--- src/rtl/multicycle_control_unit.sv ---
// Multicycle RV32I control FSM: sequences fetch/decode/execute/memory/writeback,
// traps on illegal instructions or memory timeouts, and counts retired instructions.
module multicycle_control_unit #(
  parameter int unsigned MEM_TIMEOUT = 255,
  parameter int unsigned TMO_W       = 8,
  parameter int unsigned CNT_W       = 32
) (
  input  logic             clk,
  input  logic             rst,
  input  logic [6:0]       op,
  input  logic [2:0]       func3,
  input  logic [6:0]       func7,
  input  logic             Zero,
  input  logic             Lt,
  input  logic             Ltu,
  input  logic             mem_ready,
  output logic             mem_req,
  output logic             AdrSrc,
  output logic             IRWrite,
  output logic             PCWrite,
  output logic             RegWrite,
  output logic             MemWrite,
  output logic [1:0]       PCSrc,
  output logic [1:0]       ALUSrcA,
  output logic             ALUSrcB,
  output logic [3:0]       ALUControl,
  output logic [2:0]       ImmSrc,
  output logic [1:0]       ResultSrc,
  output logic [4:0]       Load,
  output logic [2:0]       Store,
  output logic [2:0]       state,
  output logic             trap,
  output logic [1:0]       trap_cause,
  output logic [CNT_W-1:0] instret
);

  typedef enum logic [2:0] {
    S_FETCH = 3'd0, S_DECODE = 3'd1, S_EXEC = 3'd2,
    S_MEM   = 3'd3, S_WB     = 3'd4, S_TRAP = 3'd5
  } state_t;

  localparam logic [3:0] ALU_ADD = 4'd0, ALU_SUB = 4'd1, ALU_AND = 4'd2, ALU_OR = 4'd3,
                         ALU_XOR = 4'd4, ALU_SLL = 4'd5, ALU_SRL = 4'd6, ALU_SRA = 4'd7,
                         ALU_SLT = 4'd8, ALU_SLTU = 4'd9;
  localparam logic [2:0] IMM_I = 3'd0, IMM_S = 3'd1, IMM_B = 3'd2, IMM_U = 3'd3, IMM_J = 3'd4;

  state_t           state_q, state_d;
  logic [TMO_W-1:0] tmo_q;
  logic [1:0]       cause_q;

  logic is_r, is_i, is_ld, is_st, is_br, is_jal, is_jalr, is_lui, is_auipc;
  logic illegal, tmo_hit, br_taken, retire;
  logic [3:0] alu_ri;
  logic [4:0] ld_onehot;
  logic [2:0] st_onehot;

  // Instruction classification and legality
  always_comb begin
    is_r     = (op == 7'b0110011);
    is_i     = (op == 7'b0010011);
    is_ld    = (op == 7'b0000011);
    is_st    = (op == 7'b0100011);
    is_br    = (op == 7'b1100011);
    is_jal   = (op == 7'b1101111);
    is_jalr  = (op == 7'b1100111);
    is_lui   = (op == 7'b0110111);
    is_auipc = (op == 7'b0010111);
    illegal  = !(is_r || is_i || is_ld || is_st || is_br || is_jal || is_jalr || is_lui || is_auipc)
            || (is_ld && !(func3 inside {3'b000, 3'b001, 3'b010, 3'b100, 3'b101}))
            || (is_st && !(func3 inside {3'b000, 3'b001, 3'b010}))
            || (is_br && (func3 inside {3'b010, 3'b011}))
            || (is_r && !((func7 == 7'b0000000) ||
                          (func7 == 7'b0100000 && (func3 == 3'b000 || func3 == 3'b101))));
  end

  // ALU op for register/immediate arithmetic, branch outcome, memory lane selects
  always_comb begin
    alu_ri = ALU_ADD;
    case (func3)
      3'b000:  alu_ri = (is_r && func7[5]) ? ALU_SUB : ALU_ADD;
      3'b001:  alu_ri = ALU_SLL;
      3'b010:  alu_ri = ALU_SLT;
      3'b011:  alu_ri = ALU_SLTU;
      3'b100:  alu_ri = ALU_XOR;
      3'b101:  alu_ri = func7[5] ? ALU_SRA : ALU_SRL;
      3'b110:  alu_ri = ALU_OR;
      default: alu_ri = ALU_AND;
    endcase
    br_taken = 1'b0;
    case (func3)
      3'b000:  br_taken = Zero;
      3'b001:  br_taken = !Zero;
      3'b100:  br_taken = Lt;
      3'b101:  br_taken = !Lt;
      3'b110:  br_taken = Ltu;
      3'b111:  br_taken = !Ltu;
      default: br_taken = 1'b0;
    endcase
    ld_onehot = 5'b00000;
    case (func3)
      3'b000:  ld_onehot = 5'b00001;
      3'b001:  ld_onehot = 5'b00010;
      3'b010:  ld_onehot = 5'b00100;
      3'b100:  ld_onehot = 5'b01000;
      3'b101:  ld_onehot = 5'b10000;
      default: ld_onehot = 5'b00000;
    endcase
    st_onehot = 3'b000;
    case (func3)
      3'b000:  st_onehot = 3'b001;
      3'b001:  st_onehot = 3'b010;
      3'b010:  st_onehot = 3'b100;
      default: st_onehot = 3'b000;
    endcase
  end

  assign tmo_hit = !mem_ready && (tmo_q == TMO_W'(MEM_TIMEOUT - 1));
  assign retire  = (state_q == S_EXEC && is_br) || (state_q == S_MEM && is_st && mem_ready)
                || (state_q == S_WB);

  // State register
  always_ff @(posedge clk or posedge rst) begin
    if (rst) state_q <= S_FETCH;
    else     state_q <= state_d;
  end

  // Next-state logic
  always_comb begin
    state_d = state_q;
    case (state_q)
      S_FETCH:  if (mem_ready) state_d = S_DECODE;
                else if (tmo_hit) state_d = S_TRAP;
      S_DECODE: state_d = illegal ? S_TRAP : S_EXEC;
      S_EXEC:   if (is_ld || is_st) state_d = S_MEM;
                else if (is_br) state_d = S_FETCH;
                else state_d = S_WB;
      S_MEM:    if (mem_ready) state_d = is_st ? S_FETCH : S_WB;
                else if (tmo_hit) state_d = S_TRAP;
      S_WB:     state_d = S_FETCH;
      S_TRAP:   state_d = S_TRAP;
      default:  state_d = S_FETCH;
    endcase
  end

  // Output decode from registered state plus current inputs
  always_comb begin
    mem_req    = 1'b0;
    AdrSrc     = 1'b0;
    IRWrite    = 1'b0;
    PCWrite    = 1'b0;
    RegWrite   = 1'b0;
    MemWrite   = 1'b0;
    PCSrc      = 2'b00;
    ALUSrcA    = 2'b00;
    ALUSrcB    = 1'b0;
    ALUControl = ALU_ADD;
    ImmSrc     = IMM_I;
    ResultSrc  = 2'b00;
    Load       = 5'b00000;
    Store      = 3'b000;
    trap       = 1'b0;
    case (state_q)
      S_FETCH: begin
        mem_req = 1'b1;
        if (mem_ready) begin
          IRWrite = 1'b1;
          PCWrite = 1'b1;
        end
      end
      S_EXEC: begin
        // LUI/AUIPC take their immediate through operand B
        if (is_r || is_i) begin
          ALUControl = alu_ri;
          ALUSrcB    = is_i;
        end else if (is_lui) begin
          ALUSrcA = 2'b10; ALUSrcB = 1'b1; ImmSrc = IMM_U;
        end else if (is_auipc) begin
          ALUSrcA = 2'b01; ALUSrcB = 1'b1; ImmSrc = IMM_U;
        end else if (is_ld) begin
          ALUSrcB = 1'b1;
        end else if (is_st) begin
          ALUSrcB = 1'b1; ImmSrc = IMM_S;
        end else if (is_br) begin
          ALUControl = ALU_SUB; ImmSrc = IMM_B;
          if (br_taken) begin
            PCWrite = 1'b1; PCSrc = 2'b01;
          end
        end else if (is_jal) begin
          PCWrite = 1'b1; PCSrc = 2'b01; ImmSrc = IMM_J;
        end else if (is_jalr) begin
          ALUSrcB = 1'b1; PCWrite = 1'b1; PCSrc = 2'b10;
        end
      end
      S_MEM: begin
        mem_req  = 1'b1;
        AdrSrc   = 1'b1;
        Load     = is_ld ? ld_onehot : 5'b00000;
        Store    = is_st ? st_onehot : 3'b000;
        MemWrite = is_st;
      end
      S_WB: begin
        RegWrite  = 1'b1;
        ResultSrc = is_ld ? 2'b01 : ((is_jal || is_jalr) ? 2'b10 : 2'b00);
      end
      S_TRAP:  trap = 1'b1;
      default: trap = 1'b0;
    endcase
  end

  // Wait-cycle timer, trap cause capture, retired-instruction counter
  always_ff @(posedge clk or posedge rst) begin
    if (rst) begin
      tmo_q   <= '0;
      cause_q <= 2'd0;
      instret <= '0;
    end else begin
      if (state_d == state_q && (state_q == S_FETCH || state_q == S_MEM)) tmo_q <= tmo_q + TMO_W'(1);
      else tmo_q <= '0;
      if (state_d == S_TRAP && state_q != S_TRAP) cause_q <= (state_q == S_DECODE) ? 2'd1 : 2'd2;
      if (retire) instret <= instret + CNT_W'(1);
    end
  end

  assign state      = state_q;
  assign trap_cause = cause_q;

endmodule

--- config.mk ---
export PLATFORM = sky130hd
export DESIGN_NAME = multicycle_control_unit
export DESIGN_NICKNAME = d
export VERILOG_FILES = /design/src/rtl/multicycle_control_unit.sv
export SDC_FILE = /design/constraint.sdc
export NUM_CORES = 1
export LEC_CHECK = 0
export CAP_MARGIN = 25
export CORE_MARGIN = 2
export CORE_UTILIZATION = 32
export CTS_CLUSTER_DIAMETER = 150
export DETAILED_ROUTE_END_ITERATION = 12
export PLACE_DENSITY = 0.6
export SYNTH_ARGS = -nofsm -noshare
export SYNTH_HDL_FRONTEND = slang
export SYNTH_SLANG_ARGS = --single-unit
--- constraint.sdc ---
create_clock -name clk -period 2.9 [get_ports clk]
set_clock_uncertainty 0.1 [all_clocks]
set_input_delay 0.58 -clock clk [delete_from_list [all_inputs] [get_ports clk]]
set_output_delay 0.58 -clock clk [all_outputs]
set_load 0.02 [all_outputs]
Word level (Yosys, flattened, before mapping). Cells that the tools add are included.

Bits in registers: 45. Bits of input ports: 23. Output and inout bits: 66. Logic and storage cells: 155.

$add $sub $neg: 2. Eq/ne operators: 26. Mux-type cells: 77. Reductions and logical operators: 46.

Operators by type and width (count): $mux 3 (17); $mux 1 (33); $add 32x1->32 const B (1); $mux 2 (16); $eq 7x6->1 const B (4); $pmux 4 s7 (1); $pmux 5 s5 (1); $eq 3x3->1 const B (7); $eq 7x7->1 const B (3); $logic_or 1x1->1 (19); $pmux 3 s5 (1); $eq 7x5->1 const B (2); $eq 3x2->1 const B (4); $logic_and 1x1->1 (12); $mux 5 (2); $pmux 3 s3 (1); $add 8x1->8 const B (1); $eq 8x8->1 const B (1); $logic_not 1->1 (8); $mux 4 (2); $mux 8 (1); $eq 7x2->1 const B (1); $logic_not 7->1 (1); $eq 3x1->1 const B (2); 9 further kinds (10).

Depth between registers and ports, before layout. Gate-level depths: netlist of run 1.

Depth after elaboration: 19. Depth in mapped cells: 7.

Worst setup path before layout of run 1. Ideal clock, no wire load.

Path kind: input to output. Start point: input port op[2]. End point: output port Store[0]. Arrival: 2.431 ns. Setup slack: -0.211 ns. Stages on the path: 5. Path buffers: 1. Cells stage by stage: buf_2 nand4bb_4 nor4_1 nand2b_1 nor3_1.

Longest elaborated chain between the ends: 3.

Ends and longest elaborated chain: start, declared (line 10) `input logic [6:0] op,`; $eq 7x6->1 (line 62) `is_st = (op == 7'b0100011);`; $mux 3 (line 198) `Store = is_st ? st_onehot : 3'b000;`; $mux 3 (line 162) `case (state_q)`; end, declared (line 30) `output logic [2:0] Store,`.

Every way passes these cells.

Worst setup path in the final report of run 1.
Start point: input port op[1]. End point: output port ImmSrc[0].

Longest elaborated chain between the ends: 8. Elaborated cells on any way between the ends: 15. Those cells by class: eq/ne: 7; mux: 7; reduce/logical: 1.

Ends and longest elaborated chain: $eq 7x7->1 (line 63) `is_br = (op == 7'b1100011);`; $mux 3 (line 183) `end else if (is_br) begin`; $mux 3 (line 181) `end else if (is_st) begin`; $mux 3 (line 179) `end else if (is_ld) begin`; $mux 3 (line 177) `end else if (is_auipc) begin`; $mux 3 (line 175) `end else if (is_lui) begin`; $mux 3 (*) (line 172) `if (is_r || is_i) begin`; $mux 3 (*) (line 162); end, declared (line 27) `output logic [2:0] ImmSrc,`.

Every way passes the cells marked *; elsewhere a longest branch is shown, timed or not.

==> results of run 1 <==
## sequential cells by signal (all words and copies together), names as in the netlist
| signal | count |
|---|---|
| tmo_q | 8 |
| trap_cause | 2 |
| instret | 32 |
| state | 3 |
## area by class of cell
cell class | count | area (µm²)
clock buffers | 7 | 86.3
clock inverters | 1 | 30.0
fillers | 782 | 4070
inverters | 15 | 56.3
multi-input cells | 228 | 1580
flip-flops and latches | 45 | 1130
well taps | 105 | 131
repair buffers | 128 | 1180
## routing by layer
| layer | up-vias | wire, µm | track usage |
|---|---|---|---|
| li1 | 1281 | - | - |
| met1 | 1225 | 3470 | 0.217 |
| met2 | 101 | 3450 | 0.280 |
| met3 | 7 | 601 | 0.0411 |
| met4 | 0 | 48 | 0.0376 |
| met5 | - | 0 | 0 |
## power by group
group | internal [mW] | switching (mW)
logic | 0.331 | 0.362
registers | 0.687 | 0.0839
clock network | 0.281 | 0.211
## layout by cell type (no fill, tap or decap), drive strengths merged, types with 9 or more instances in the layout
cell type      synthesis  routed
nor2                  42      42
nand4                 10      10
and3                   9       9
dfrtp                 45      45
clkdlybuf4s50          0      56
buf                    2      42
nor3                  17      17
nand2                 19      19
nand3                 14      14
inv                   14      14
xnor2                 18      18
xor2                  23      23
dlygate4sd2            0      18
clkbuf                 8       9
## how the worst min path moves through the flow
stage	start	end	depth (start not counted)
2_1_floorplan	tmo_q[0]	tmo_q[0]	1
3_3_place_gp	trap_cause[0]	trap_cause[0]	2
3_5_place_dp	trap_cause[0]	trap_cause[0]	2
4_1_cts	trap_cause[0]	trap_cause[0]	2
5_1_grt	instret[5]	instret[5]	1
6_report	trap_cause[0]	trap_cause[0]	2
## stage by stage
stage | utilization | cell area (µm²)
final | 0.507 | 4190
after global routing | 0.507 | 4190
after floorplan | - | 2750
after detailed placement | 0.488 | 4030
after global placement | 0.488 | 4030
after CTS | 0.505 | 4170
## cells by family (layout without fill, tap and decap cells)
| kind of cell | after synthesis | after routing | synth area share |
|---|---|---|---|
| and+or+nand+nor | 150 | 150 | 0.299 |
| DFF | 45 | 45 | 0.412 |
| xor gates and xnor gates | 41 | 41 | 0.131 |
| AOI/OAI and AO/OA | 30 | 30 | 0.0925 |
| buffers and inverters | 25 | 151 | 0.0362 |
| adders and majority gates | 4 | 4 | 0.0174 |
| muxes | 3 | 3 | 0.0119 |
## timing repair
| action | 4_1_cts | 5_1_grt |
|---|---|---|
| endpoints found under the setup margin | 24 | 16 |
| pin swaps | 4 | 4 |
| gates resized for setup | 59 | 10 |
| buffers inserted | 1 | 0 |
## worst register-to-register path: stages, from the launching register on
cell	delay [ns]
sky130_fd_sc_hd__dfrtp_1	0.49
sky130_fd_sc_hd__buf_4	0.21
sky130_fd_sc_hd__nand2b_1	0.17
sky130_fd_sc_hd__a2111oi_4	0.34
sky130_fd_sc_hd__buf_4	0.20
sky130_fd_sc_hd__o211ai_2	0.16
sky130_fd_sc_hd__nor4_2	0.32
sky130_fd_sc_hd__xor2_1	0.16
==> out/metrics.yaml, run 1 <==
track_usage: 0.166
hold_violations: 0
synth_ff_type: "sky130_fd_sc_hd__dfrtp_1"
worst_setup_ep_type: "primary output"
design.die.area_mm2: 0.00930
detailedPlacementHpwl_um: 5770
synth.most_common_cell: "sky130_fd_sc_hd__dfrtp_1"
detail_route.first_pass.iterations: 4
clk_path_buf_depth: 2
cts.htree.levels: 2
synth.top_cell.area_share: 0.412
worst_hold_slack_ns: 0.393
chipHeight_um: 96.4
critPathSlowestCell: "sky130_fd_sc_hd__or3_1"
first_global_vias: 2572
die_boundary_width_um: 96.4
power.density_mw_per_mm2: 467
diodes: 0
path_cells: "dlygate4sd2_1 > buf_4 > nand3b_1 > or3_1 > nor3_1 > dlygate4sd2_1"
floorplan.core_area_mm2: 0.00826
setup-violations-final: 0
crit_top_cell: "sky130_fd_sc_hd__dlygate4sd2_1"
placement_rows: 33
dr.first_iter.drc_count: 78
worst_setup_path_endpoint: "ImmSrc[0]"
dp_worst_setup_slack_ns: -0.642
layout-drive-gt1-share: 0.184
peakVddDrop_v: 0.000240
synthDistinctLibCells: 52
synth-edff-count: 0
layout_worst_path_cycle_share: 0.965
criticalPathCategory: "in2out"
timing.rr.end: "instret[31]"
yosys_register_bits: 45
crit_buf_inv: 3
r2r_slack_ns: 0.69
fin_crit_ns: 2.80
io_buffers: 88
cell_type_with_the_largest_total_area_after_synthesis: "sky130_fd_sc_hd__dfrtp_1"
ys_seq_area_frac: 0.412
yosys-top-cells-area: "sky130_fd_sc_hd__dfrtp_1 (41%), sky130_fd_sc_hd__xor2_1 (7.4%), sky130_fd_sc_hd__nor2_1 (5.8%)"
netlist_top_cells_count: "sky130_fd_sc_hd__dfrtp_1 (45), sky130_fd_sc_hd__nor2_1 (42), sky130_fd_sc_hd__xor2_1 (23)"
timing_worst_slew_pin_value_ns: 0.481
globalRouteOverflowTotal: 0
maximum_fanout_along_the_worst_path: 4
area_delta_synth_final_pct: 53.2
via_per_inst: 4.94
antenna_viol_nets_final: 0
power.static_leakage_nw: 1.95
cts_root_buffer: "sky130_fd_sc_hd__clkbuf_8"
cts_sinks: 45
clock_latency_ns: 0.29
post_synth.cell_area_avg_um2: 9.17
cp_top_family: "buffers and inverters"
tns_setup_ns: 0
postSynthNetCount: 324
max_clock_freq_ghz: 0.357
cts_hold_buffers: 0
rsz0062_at_grt: "no"
dp_cells: 520
worst_ep_required_time_ns: 2.22
r2r-start: "state[0]"
worst_setup_path_startpoint: "op[1]"
report.power.total_mw: 1.96
finalNonFillerCells: 529
slew_viol_final: 0
grt_max_degree: 25
antenna_found_initial: 0
boundaryPins: 89
clk_pin_slew_ns: 0.09
ys_async_sr_fraction: 1.00
r2r_cells: 7
fin_ws_ns: 0.102
grt_first_pass_wirelength_um: 12200
numCtsBuffers: 5
arrival_ns: 2.12
ys.warnings.count: 0
syn-instance-count: 298
route.vias.total: 2614
critical_path_depth: 6
gp_routability_congestion: 0.874
drc_errors: 0
initial_cell_density_of_the_core: 0.331
cp_slowest_stage_delay_ns: 0.41
postRouteWirelength_um: 7570
holdCritPathClass: "reg2reg"
clock_tree_from_tritoncts: "done"
cap_violations: 0
syn_area_mm2: 0.00273
max_slew_margin: 0.679
count_of_nets_after_finishing: 449
critPathLaunchType: "primary input"
routed_wire_length_per_instance_um: 14.3
status: "complete, no violations"
No activity file was read; power rests on OpenSTA's default activity.
==> inputs of run 2 (changes only) <==
- GPL_TIMING_DRIVEN: default -> 0
- SETUP_SLACK_MARGIN: default -> 0.2
==> run 2 against run 1 <==
  * Non-clock buffer count decreased by 21
  * Register-to-register slack got worse by 0.03 ns
  * Maximum frequency rose by 5.0%
  * Sequential share of layout area up 1.2 points
  * Critical endpoint is now Load[3]
==> out/metrics.yaml, run 2 (synthesis results as in run 1) <==
fillers: 790
area_delta_synth_final_pct: 47.0
postLayoutCellArea_mm2: 0.00402
largest_register_ffs: 32
detail_route.first_pass.iterations: 4
clk_pin_slew_ns: 0.08
power.density_mw_per_mm2: 486
peakVddDrop_v: 0.000224
critPathLaunchType: "primary input"
maximum_fanout_along_the_worst_path: 8
initial_cell_density_of_the_core: 0.331
largest-register: "instret"
via_per_inst: 5.01
clock_latency_ns: 0.29
gp_routability_congestion: 0.857
layout-drive-gt1-share: 0.196
numCtsBuffers: 5
criticalPathCategory: "in2out"
antenna_viol_nets_final: 0
worst_hold_slack_ns: 0.394
io_buffers: 86
worst_ep_required_time_ns: 2.22
path_cells: "buf_4 > nand4bb_4 > or3_4 > nor3_4 > nand2b_4 > nor3b_4 > buf_6"
power.static_leakage_nw: 1.83
timing_worst_slew_pin_value_ns: 0.541
post_dp_cell_area_mm2: 0.00377
layout_worst_path_cycle_share: 0.918
final_util: 0.487
cap_violations: 0
report.power.total_mw: 1.95
cts_sinks: 45
dr.first_iter.drc_count: 54
floorplan.core_area_mm2: 0.00826
holdCritPathClass: "reg2reg"
diodes: 0
cts.htree.levels: 2
postRouteWirelength_um: 7340
dp_worst_setup_slack_ns: -0.950
setup-violations-final: 0
worst_setup_ep_type: "primary output"
arrival_ns: 1.98
fin_crit_ns: 2.66
routed_wire_length_per_instance_um: 14.4
detailedPlacementHpwl_um: 5340
placement_rows: 33
grt_first_pass_wirelength_um: 11800
layout_common_cells: "sky130_fd_sc_hd__clkdlybuf4s50_1 (52), sky130_fd_sc_hd__dfrtp_1 (43), sky130_fd_sc_hd__nor2_1 (40)"
fin_ws_ns: 0.236
chipHeight_um: 96.4
globalRouteOverflowTotal: 0
rsz0062_at_grt: "yes"
drc_errors: 0
count_of_nets_after_finishing: 428
track_usage: 0.161
die_boundary_width_um: 96.4
boundaryPins: 89
grt_max_degree: 28
first_global_vias: 2443
slew_viol_final: 0
status: "complete, no violations"
design.die.area_mm2: 0.00930
critPathSlowestCell: "sky130_fd_sc_hd__or3_4"
cp_slowest_stage_delay_ns: 0.36
commonest_non_fill_non_tap_cell_in_the_layout: "sky130_fd_sc_hd__clkdlybuf4s50_1"
max_clock_freq_ghz: 0.375
hold_violations: 0
route.vias.total: 2547
max_slew_margin: 0.637
antenna_found_initial: 0
clk_path_buf_depth: 2
clock_tree_from_tritoncts: "done"
cts_root_buffer: "sky130_fd_sc_hd__clkbuf_8"
==> run 2: per-stage QoR <==
step	cells	setup TNS [ns]
2_1_floorplan	298	0
3_3_place_gp	489	-13.43
3_5_place_dp	490	-13.83
4_1_cts	506	0
5_1_grt	508	0
6_report	508	0
==> run 2: power by group <==
group / internal, mW / total, mW / switching, mW
logic: 0.323 / 0.694 / 0.371
clock network: 0.281 / 0.488 / 0.207
registers: 0.689 / 0.769 / 0.0799
total: 1.29 / 1.95 / 0.658
==> run 2: final timing paths <==
kind                       slack (ns)          end        start  cells after the start
max                              0.24      Load[3]        op[2]                      7
min                              0.39  instret[28]  instret[28]                      1
max reg2reg                      0.66  instret[21]   instret[7]                      5
min reg2reg                      0.39  instret[28]  instret[28]                      1
max in group asynchronous        1.74  instret[25]          rst                      3
min in group asynchronous        0.50     tmo_q[0]          rst                      2
==> run 2: worst max-delay path: cells and delay by family <==
| family | cells | cell delay (ns) |
|---|---|---|
| AND/OR/NAND/NOR | 5 | 1.12 |
| buffers and inverters | 2 | 0.28 |
==> run 2: timing repair <==
item,in CTS,in global routing
endpoints found under the setup margin,25,24
resized for setup,108,32
gates cloned,0,0
setup buffers,8,2
hold buffers,0,0
pin swaps,3,5
==> run 2: layout make-up <==
| class | instances | area (µm²) | share of cell area |
|---|---|---|---|
| multi-input combinational | 228 | 1620 | 0.402 |
| buffer | 10 | 77.6 | 0.0193 |
| tap | 105 | 131 | 0.0327 |
| clock buffer | 7 | 86.3 | 0.0215 |
| clock inverter | 1 | 30.0 | 0.00747 |
| timing repair buffer | 97 | 893 | 0.222 |
| sequential | 45 | 1130 | 0.281 |
| inverter | 15 | 56.3 | 0.0140 |
==> run 2: routing by layer <==
metal	global-route usage	wire length [µm]
met3	0.0388	683
met4	0.0411	72
met1	0.228	3430
met2	0.247	3150
met5	0	0
